$ cat config.mk
export PLATFORM = sky130hd
export DESIGN_NAME = stack_operand_sequencer_flat
export DESIGN_NICKNAME = d
export VERILOG_FILES = /design/src/rtl/stack_operand_sequencer_if.sv /design/src/rtl/stack_operand_sequencer.sv /design/src/flat_wrapper.sv
export SDC_FILE = /design/constraint.sdc
export NUM_CORES = 1
export LEC_CHECK = 0
export BUFFER_PORTS_ARGS = -buffer_cell sky130_fd_sc_hd__buf_2
export CAP_MARGIN = 20
export CORE_MARGIN = 1.5
export CORE_UTILIZATION = 30
export CTS_CLUSTER_DIAMETER = 60
export DETAILED_ROUTE_END_ITERATION = 8
export SLEW_MARGIN = 20
export SYNTH_ARGS = -nofsm -noshare
export SYNTH_HDL_FRONTEND = slang
export SYNTH_SLANG_ARGS = --single-unit
$ cat constraint.sdc
create_clock -name clk -period 2.5 [get_ports clk]
set_input_delay 0.5 -clock clk [delete_from_list [all_inputs] [get_ports clk]]
set_output_delay 0.5 -clock clk [all_outputs]
set_load 0.05 [all_outputs]
$ cat src/rtl/stack_operand_sequencer_if.sv
`default_nettype none
// ============================================================================
// Module   : stack_operand_sequencer_if
// Brief    : Sample-triple intake and stack operand/result bus for the
//            echo-canceller operand sequencer.
// Revision : 1.0
// ============================================================================
interface stack_operand_sequencer_if #(
    parameter int W = 16
);
    logic         clear;
    logic         in_valid;
    logic         in_ready;
    logic [W-1:0] sig0;
    logic [W-1:0] sig1;
    logic [W-1:0] sig2;
    logic [W-1:0] a;
    logic [W-1:0] b;
    logic [W-1:0] c;
    logic         mod;
    logic         enable;
    logic [W-1:0] fb_in;
    logic         fb_valid;
    logic         done;
    logic         err;

    // Upstream/stack side: supplies samples and results, observes operands.
    modport master (
        output clear, in_valid, sig0, sig1, sig2, fb_in, fb_valid,
        input  in_ready, a, b, c, mod, enable, done, err
    );

    // Sequencer side.
    modport slave (
        input  clear, in_valid, sig0, sig1, sig2, fb_in, fb_valid,
        output in_ready, a, b, c, mod, enable, done, err
    );
endinterface
`default_nettype wire

$ cat src/rtl/stack_operand_sequencer.sv
`default_nettype none
// ============================================================================
// Module   : stack_operand_sequencer
// Brief    : Presents a sample triple to the stack/MAC in two operand phases,
//            folds the stack result into the accumulator, guards with watchdog.
// Revision : 1.0
// ============================================================================
module stack_operand_sequencer #(
    parameter int W       = 16,
    parameter int TIMEOUT = 15
) (
    input  wire logic                 clk,
    input  wire logic                 rst_n,
    stack_operand_sequencer_if.slave  bus
);

    localparam int c_WDOG_W = $clog2(TIMEOUT + 1);
    localparam logic [c_WDOG_W-1:0] c_WDOG_LAST = c_WDOG_W'(TIMEOUT - 1);

    typedef enum logic [1:0] {
        S_IDLE = 2'd0,
        S_PH0  = 2'd1,
        S_PH1  = 2'd2,
        S_WAIT = 2'd3
    } state_t;

    state_t              r_state;
    logic [W-1:0]        r_a;
    logic [W-1:0]        r_b;
    logic [W-1:0]        r_c;
    logic                r_mod;
    logic                r_enable;
    logic                r_done;
    logic                r_err;
    logic [W-1:0]        r_acc;
    logic [W-1:0]        r_fb;
    logic [W-1:0]        r_s0;
    logic [W-1:0]        r_s1;
    logic [W-1:0]        r_s2;
    logic [c_WDOG_W-1:0] r_wdog;

    always_ff @(posedge clk or negedge rst_n) begin
        if (!rst_n) begin
            r_state  <= S_IDLE;
            r_a      <= '0;
            r_b      <= '0;
            r_c      <= '0;
            r_mod    <= 1'b0;
            r_enable <= 1'b0;
            r_done   <= 1'b0;
            r_err    <= 1'b0;
            r_acc    <= '0;
            r_fb     <= '0;
            r_s0     <= '0;
            r_s1     <= '0;
            r_s2     <= '0;
            r_wdog   <= '0;
        end else begin
            r_done <= 1'b0;
            case (r_state)
                S_IDLE: begin
                    // clear takes priority and blocks acceptance for this cycle
                    if (bus.clear) begin
                        r_acc    <= '0;
                        r_fb     <= '0;
                        r_err    <= 1'b0;
                        r_enable <= 1'b0;
                    end else if (bus.in_valid) begin
                        r_s0     <= bus.sig0;
                        r_s1     <= bus.sig1;
                        r_s2     <= bus.sig2;
                        r_a      <= bus.sig0;
                        r_b      <= bus.sig1;
                        r_c      <= r_acc;
                        r_mod    <= 1'b0;
                        r_enable <= 1'b1;
                        r_state  <= S_PH0;
                    end else begin
                        r_enable <= 1'b0;
                    end
                end
                S_PH0: begin
                    r_a      <= r_s2;
                    r_b      <= r_acc;
                    r_c      <= r_fb;
                    r_mod    <= 1'b1;
                    r_enable <= 1'b1;
                    r_state  <= S_PH1;
                end
                S_PH1: begin
                    r_enable <= 1'b0;
                    r_wdog   <= '0;
                    r_state  <= S_WAIT;
                end
                S_WAIT: begin
                    // A result arriving on the expiry cycle still wins
                    if (bus.fb_valid) begin
                        r_acc   <= bus.fb_in;
                        r_fb    <= bus.fb_in;
                        r_done  <= 1'b1;
                        r_state <= S_IDLE;
                    end else if (r_wdog == c_WDOG_LAST) begin
                        r_err   <= 1'b1;
                        r_state <= S_IDLE;
                    end else begin
                        r_wdog  <= r_wdog + 1'b1;
                    end
                end
                default: begin
                    r_enable <= 1'b0;
                    r_state  <= S_IDLE;
                end
            endcase
        end
    end

    assign bus.in_ready = (r_state == S_IDLE);
    assign bus.a        = r_a;
    assign bus.b        = r_b;
    assign bus.c        = r_c;
    assign bus.mod      = r_mod;
    assign bus.enable   = r_enable;
    assign bus.done     = r_done;
    assign bus.err      = r_err;

endmodule
`default_nettype wire

$ cat src/flat_wrapper.sv
// flat-port wrapper written by rule: the top's interface ports become plain ports
module stack_operand_sequencer_flat 
#(
    parameter int W       = 16,
    parameter int TIMEOUT = 15
)
  (clk, rst_n, bus_clear, bus_in_valid, bus_sig0, bus_sig1, bus_sig2, bus_fb_in, bus_fb_valid, bus_in_ready, bus_a, bus_b, bus_c, bus_mod, bus_enable, bus_done, bus_err);
  stack_operand_sequencer_if #(.W(W)) bus_i ();
  input  wire logic clk;
  input  wire logic rst_n;
  input wire logic [$bits(bus_i.clear)-1:0] bus_clear;
  input wire logic [$bits(bus_i.in_valid)-1:0] bus_in_valid;
  input wire logic [$bits(bus_i.sig0)-1:0] bus_sig0;
  input wire logic [$bits(bus_i.sig1)-1:0] bus_sig1;
  input wire logic [$bits(bus_i.sig2)-1:0] bus_sig2;
  input wire logic [$bits(bus_i.fb_in)-1:0] bus_fb_in;
  input wire logic [$bits(bus_i.fb_valid)-1:0] bus_fb_valid;
  output wire logic [$bits(bus_i.in_ready)-1:0] bus_in_ready;
  output wire logic [$bits(bus_i.a)-1:0] bus_a;
  output wire logic [$bits(bus_i.b)-1:0] bus_b;
  output wire logic [$bits(bus_i.c)-1:0] bus_c;
  output wire logic [$bits(bus_i.mod)-1:0] bus_mod;
  output wire logic [$bits(bus_i.enable)-1:0] bus_enable;
  output wire logic [$bits(bus_i.done)-1:0] bus_done;
  output wire logic [$bits(bus_i.err)-1:0] bus_err;
  assign bus_i.clear = bus_clear;
  assign bus_i.in_valid = bus_in_valid;
  assign bus_i.sig0 = bus_sig0;
  assign bus_i.sig1 = bus_sig1;
  assign bus_i.sig2 = bus_sig2;
  assign bus_i.fb_in = bus_fb_in;
  assign bus_i.fb_valid = bus_fb_valid;
  assign bus_in_ready = bus_i.in_ready;
  assign bus_a = bus_i.a;
  assign bus_b = bus_i.b;
  assign bus_c = bus_i.c;
  assign bus_mod = bus_i.mod;
  assign bus_enable = bus_i.enable;
  assign bus_done = bus_i.done;
  assign bus_err = bus_i.err;
  stack_operand_sequencer #(.W(W), .TIMEOUT(TIMEOUT)) u_core (.clk(clk), .rst_n(rst_n), .bus(bus_i));
endmodule
==> out/results.tsv, run 1 <==
metric	value	unit
Max Slew Vio Count	0	
Tmin final	2.099	ns
cells after synthesis	263	
postcts setup bufs	0	
CTS root buffer	clkbuf_16	
share of cells above drive strength 1	0.4667	
vias after detailed routing	2579	
Pwr per Cell Area	1514	mW/mm²
average via count per standard cell	4.589	
# hold bufs at CTS	0	
diodes inserted	0	
global-route wire length before repair	14.71	mm
sequential area share after synthesis	0.5711	
largest net degree at the start of global routing	50	
GR Util All Layers	0.1351	
remaining antenna violation count after routing	0	
fin crit share	0.8397	
DIE WIDTH	117.7	µm
Synth Flop Type	dfrtp_1	
synthesized area	0.003944	mm²
CTS resizes	0	
CTS tree	yes	
clk_lat worst skew	0.34	ns
CP arrival	2.32	ns
core box area	0.01272	mm²
I/O Buffers	121	
IO Pins	122	
Pleak	2.504	nW
class of the most critical setup path	reg2reg	
Syn Nets	339	
Critical Path RT	2.72	ns
clock buffer depth	2	
drt pass-1 iters	4	
commonest non-fill, non-tap cell in the layout	buf_2	
Chip Height	117.7	µm
Initial Util	0.3100	
RR Startpoint	u_core.r_state[0]$_DFFE_PN0P_	
fraction of registers with async set/reset	1.000	
peak supply drop	0.5934	mV
worst-margin pin slew	0.7850	ns
beginning of the critical path	u_core.r_state[0]$_DFFE_PN0P_	
DRC	0	
DPL Wire Length	6.075	mm
post-synth cell types	36	
# Max-Cap Violations	0	
Routed wire per std cell	15.64	µm
status	completed	
Layout area overhead	27.54	%
most frequent cells in the layout	buf_2, dfrtp_1, mux2_1	
Detailed Route WL	8.787	mm
Final Hold Fails	0	
f_max	476.4	MHz
# setup viols final	0	
Iter 0 DRT Violations	69	
TritonCTS Sinks	90	
initial antenna violation count	0	
cell taking the most area after synthesis	dfrtp_1	
Layout Nets	461	
Clock transition at path regs	0.06	ns
total global routing overflow	0	
Slew headroom	0.4761	
critical path endpoint category	register	
Fin Setup TNS	0	ns
vias in the first global route	2850	
floorplan row count	41	
CP max FO	16	
HP Class	in2async	
Clock Skew	0.006059	ns
utilization after layout	0.3954	
#FFs+latches synth	90	
Placer Congestion	0.6944	
RSZ-0062 raised after global routing	no	
largest cells by area after synthesis	dfrtp_1, mux2_1, mux2_2, a22o_1, ha_1	
full die area	0.01384	mm²
reg2reg setup slack	0.40	ns
Post-synth EDFFs	0	
H-tree levels	3	
Setup crit start kind	register	
CTS buffer count	9	
average cell area after synthesis	15.00	µm²
Synth warnings	0	
top-area cell type share of the netlist area	0.5711	
-- state kept, by name (all words and copies together) (netlist names) --
name	flops
u_core.bus.err	1
u_core.bus.done	1
u_core.bus.a	16
u_core.r_state	2
u_core.bus.enable	1
u_core.bus.b	16
u_core.bus.c	16
u_core.r_wdog	4
u_core.r_acc	16
u_core.r_s2	16
u_core.bus.mod	1
-- final timing paths --
path,endpoint,cells past startpoint
worst min register to register,u_core.bus.a[12]$_DFFE_PN0P_,1
worst max register to register,u_core.r_acc[1]$_DFFE_PN0P_,5
max in group asynchronous,u_core.r_acc[12]$_DFFE_PN0P_,2
worst max-delay path,u_core.r_acc[1]$_DFFE_PN0P_,5
min in group clk,u_core.r_s2[10]$_DFFE_PN0P_,2
worst min-delay path,u_core.bus.b[0]$_DFFE_PN0P_,1
-- layout make-up --
type	count	area [µm²]
sequential	90	2252
clock inverter	3	40.04
multi-input combinational	154	1600
clock buffer	13	240.2
fill	1255	7692
inverter	5	18.77
tap	172	215.2
timing repair buffer	125	663.1
-- synthesized netlist by cell type, drive strengths merged, types with 2 or more instances --
cell and n:
mux2 98, buf 11, clkbuf 3, a21o 2, a41oi 2, o21ai 2, o22ai 2, dfrtp 90
inv 4, nor2b 5, ha 7, mux2i 2, a22o 17, nor2 2
-- layer usage --
metal / share of wire / track usage / vias to the layer above
li1: - / - / 1201
met1: 0.43 / 0.1645 / 1288
met2: 0.49 / 0.2240 / 77
met3: 0.061 / 0.04603 / 13
met4: 0.017 / 0.04573 / 0
met5: 0 / 0 / -
-- stage by stage --
step / hold slack [ns] / std cells / instance area [µm²] / power, mW / setup WS (ns)
detailed placement: 0.4700 / 546 / 4743 / 6.392 / 0.2250
finish: 0.1461 / 562 / 5030 / 7.616 / 0.4008
global route: 0.1793 / 562 / 5030 / 8.082 / 0.2710
floorplan: 0.2044 / 263 / 3944 / 5.491 / 0.2958
CTS: 0.1619 / 562 / 5024 / 7.726 / 0.1909
global placement: 0.4605 / 546 / 4743 / 6.280 / 0.3478
-- kinds of logic (layout without fill, tap and decap cells) --
family | count (synthesis) | after routing | synth area share
fa+ha+maj | 7 | 7 | 0.02221
compound gates | 29 | 29 | 0.05901
simple gates | 17 | 17 | 0.03236
flops | 90 | 90 | 0.5711
xor+xnor | 1 | 1 | 0.002221
buf+inv | 19 | 146 | 0.02823
mux | 100 | 100 | 0.2849
-- where the power goes --
| part | internal (mW) | leakage, nW | switching (mW) | total [mW] |
|---|---|---|---|---|
| Sequential | 2.14 | 1.15 | 0.368 | 2.51 |
| Combinational | 1.28 | 1.22 | 2.52 | 3.80 |
| Clock | 0.773 | 0.138 | 0.529 | 1.30 |
-- worst max-delay path: stages, from the launching register on --
cell and delay, ns:
dfrtp_1 0.38, inv_1 0.10, ha_1 0.32, nor2b_4 0.19, or3_1 0.65, a22o_1 0.34
Power figures use the tool's default switching activity.
==> run 2, diff against run 1 <==
==> constraint.sdc (replaced) <==
create_clock -name clk -period 2.1 [get_ports clk]
set_input_delay 0.42 -clock clk [delete_from_list [all_inputs] [get_ports clk]]
set_output_delay 0.42 -clock clk [all_outputs]
set_load 0.05 [all_outputs]
==> run 2 against run 1 <==
- power rose by 22%
- clock skew down 0.0010 ns
- utilization up 0.64 points
- hold slack got worse by 0.079 ns
- count of clock-buffer cells in the layout down 3
- critical path depth fell by 1
- die area unchanged
- sequential share of layout area decreased by 0.71 points
- wire length shrank 0.81%
- sequential power rose by 19%
- register-to-register slack got worse by 0.29 ns
- maximum frequency increased by 5.6%
==> out/results.tsv, run 2 (synthesized netlist as in run 1, its figures left out) <==
metric	value	unit
Placer Congestion	0.7249	
RSZ-0062 raised after global routing	no	
dpl cells	550	
initial antenna violation count	0	
critical-path cell list	inv_1, ha_2, or3_1, a22o_1	
Clk pwr share	0.189	
Net Switching	4.129	mW
Chip Height	117.7	µm
CTS tree	yes	
DIE WIDTH	117.7	µm
Critical Path RT	2.33	ns
I/O Buffers	121	
vias in the first global route	2743	
met3 routed WL	503	µm
IO Pins	122	
sw frac	0.4426	
fin crit share	0.9465	
total global routing overflow	0	
class of the most critical setup path	reg2reg	
# Max-Cap Violations	0	
crit-path leading delay family	simple AND/OR/NAND/NOR gates	
GR Util All Layers	0.1358	
CP max stage delay	0.66	ns
CP max stage cell	or3_1	
Setup crit start kind	register	
full die area	0.01384	mm²
most frequent cells in the layout	buf_2, dfrtp_1, mux2_1	
clock buffer depth	2	
Detailed Route WL	8.716	mm
top routing layer in use	met4	
DPL Wire Length	6.307	mm
reg2reg setup slack	0.11	ns
status	completed	
# hold bufs at CTS	0	
worst-margin pin slew	0.7073	ns
CTS buffer count	9	
Slew headroom	0.5279	
Clock Skew	0.005038	ns
# setup viols final	0	
core box area	0.01272	mm²
Non-Filler Instances	566	
routed wl met2	4.149	mm
Filler cells	1279	
Routed wire per std cell	15.40	µm
f_max	503.1	MHz
sequential share of power	0.320	
diodes inserted	0	
average via count per standard cell	4.595	
CP arrival	2.22	ns
combinational power share	0.491	
Layout Nets	465	
Layout area overhead	29.60	%
Tmin final	1.988	ns
clk_lat worst skew	0.34	ns
Iter 0 DRT Violations	57	
internal power	5.200	mW
CP Buf/Inv Count	1	
CP max FO	16	
largest net degree at the start of global routing	44	
Fin Setup TNS	0	ns
Met1 Routed Length	3.886	mm
vias after detailed routing	2601	
critical path endpoint category	register	
Max Slew Vio Count	0	
CTS root buffer	clkbuf_16	
H-tree levels	3	
global-route wire length before repair	14.56	mm
Pwr per Cell Area	1825	mW/mm²
commonest non-fill, non-tap cell in the layout	buf_2	
share of cells above drive strength 1	0.4848	
Initial Util	0.3100	
HP Class	in2async	
Final Hold Fails	0	
remaining antenna violation count after routing	0	
DRC	0	
TritonCTS Sinks	90	
Pleak	2.544	nW
floorplan row count	41	
drt pass-1 iters	4	
peak supply drop	0.8746	mV
Clock transition at path regs	0.06	ns
## run 2: power by group through the flow
stage          clock network (mW)  logic, mW  registers (mW)
3_3_place_gp                    0       4.55            2.99
3_5_place_dp                    0       4.64            3.03
4_1_cts                      1.83       4.65            3.00
2_1_floorplan                   0       1.97            4.58
6_report                     1.76       4.58            2.98
5_1_grt                      1.89       4.89            3.11
## run 2: timing repair
item | in CTS | in global routing
buffers inserted | 0 | 0
gates resized for setup | 0 | 1
endpoints found under the setup margin | 0 | 16
## run 2: final timing paths
kind / startpoint / endpoint / cells past startpoint
max: u_core.r_state[0]$_DFFE_PN0P_ / u_core.r_acc[7]$_DFFE_PN0P_ / 4
min: rst_n / u_core.bus.a[12]$_DFFE_PN0P_ / 1
max reg2reg: u_core.r_state[0]$_DFFE_PN0P_ / u_core.r_acc[7]$_DFFE_PN0P_ / 4
min reg2reg: u_core.bus.a[0]$_DFFE_PN0P_ / u_core.bus.a[0]$_DFFE_PN0P_ / 1
max in group asynchronous: rst_n / u_core.r_state[0]$_DFFE_PN0P_ / 2
min in group clk: bus_sig2[11] / u_core.r_s2[11]$_DFFE_PN0P_ / 2
## run 2: final cells by class
cell class | count | area, µm² | share of cell area
multi-input cells | 154 | 1603 | 0.3136
clock inverters | 6 | 90.09 | 0.01763
inverters | 5 | 18.77 | 0.003672
flip-flops and latches | 90 | 2252 | 0.4406
clock buffers | 10 | 239.0 | 0.04676
repair buffers | 129 | 693.2 | 0.1356
well taps | 172 | 215.2 | 0.04211
## run 2: layer usage
layer / GRT usage / vias up
met3: 0.04700 / 11
li1: - / 1215
met5: 0 / -
met2: 0.2120 / 70
met4: 0.05564 / 0
met1: 0.1721 / 1305
## run 2: metrics by stage
step	power (mW)	setup WS [ns]	utilization	hold slack (ns)	instance area [µm²]
2_1_floorplan	6.547	0.1145	-	0.1244	3946
3_3_place_gp	7.535	0.1162	0.3754	0.4550	4776
3_5_place_dp	7.666	0.01221	0.3754	0.4564	4776
4_1_cts	9.474	0.004047	0.4013	0.07881	5105
5_1_grt	9.886	0.02875	0.4018	0.09518	5111
6_report	9.329	0.1123	0.4018	0.06727	5111
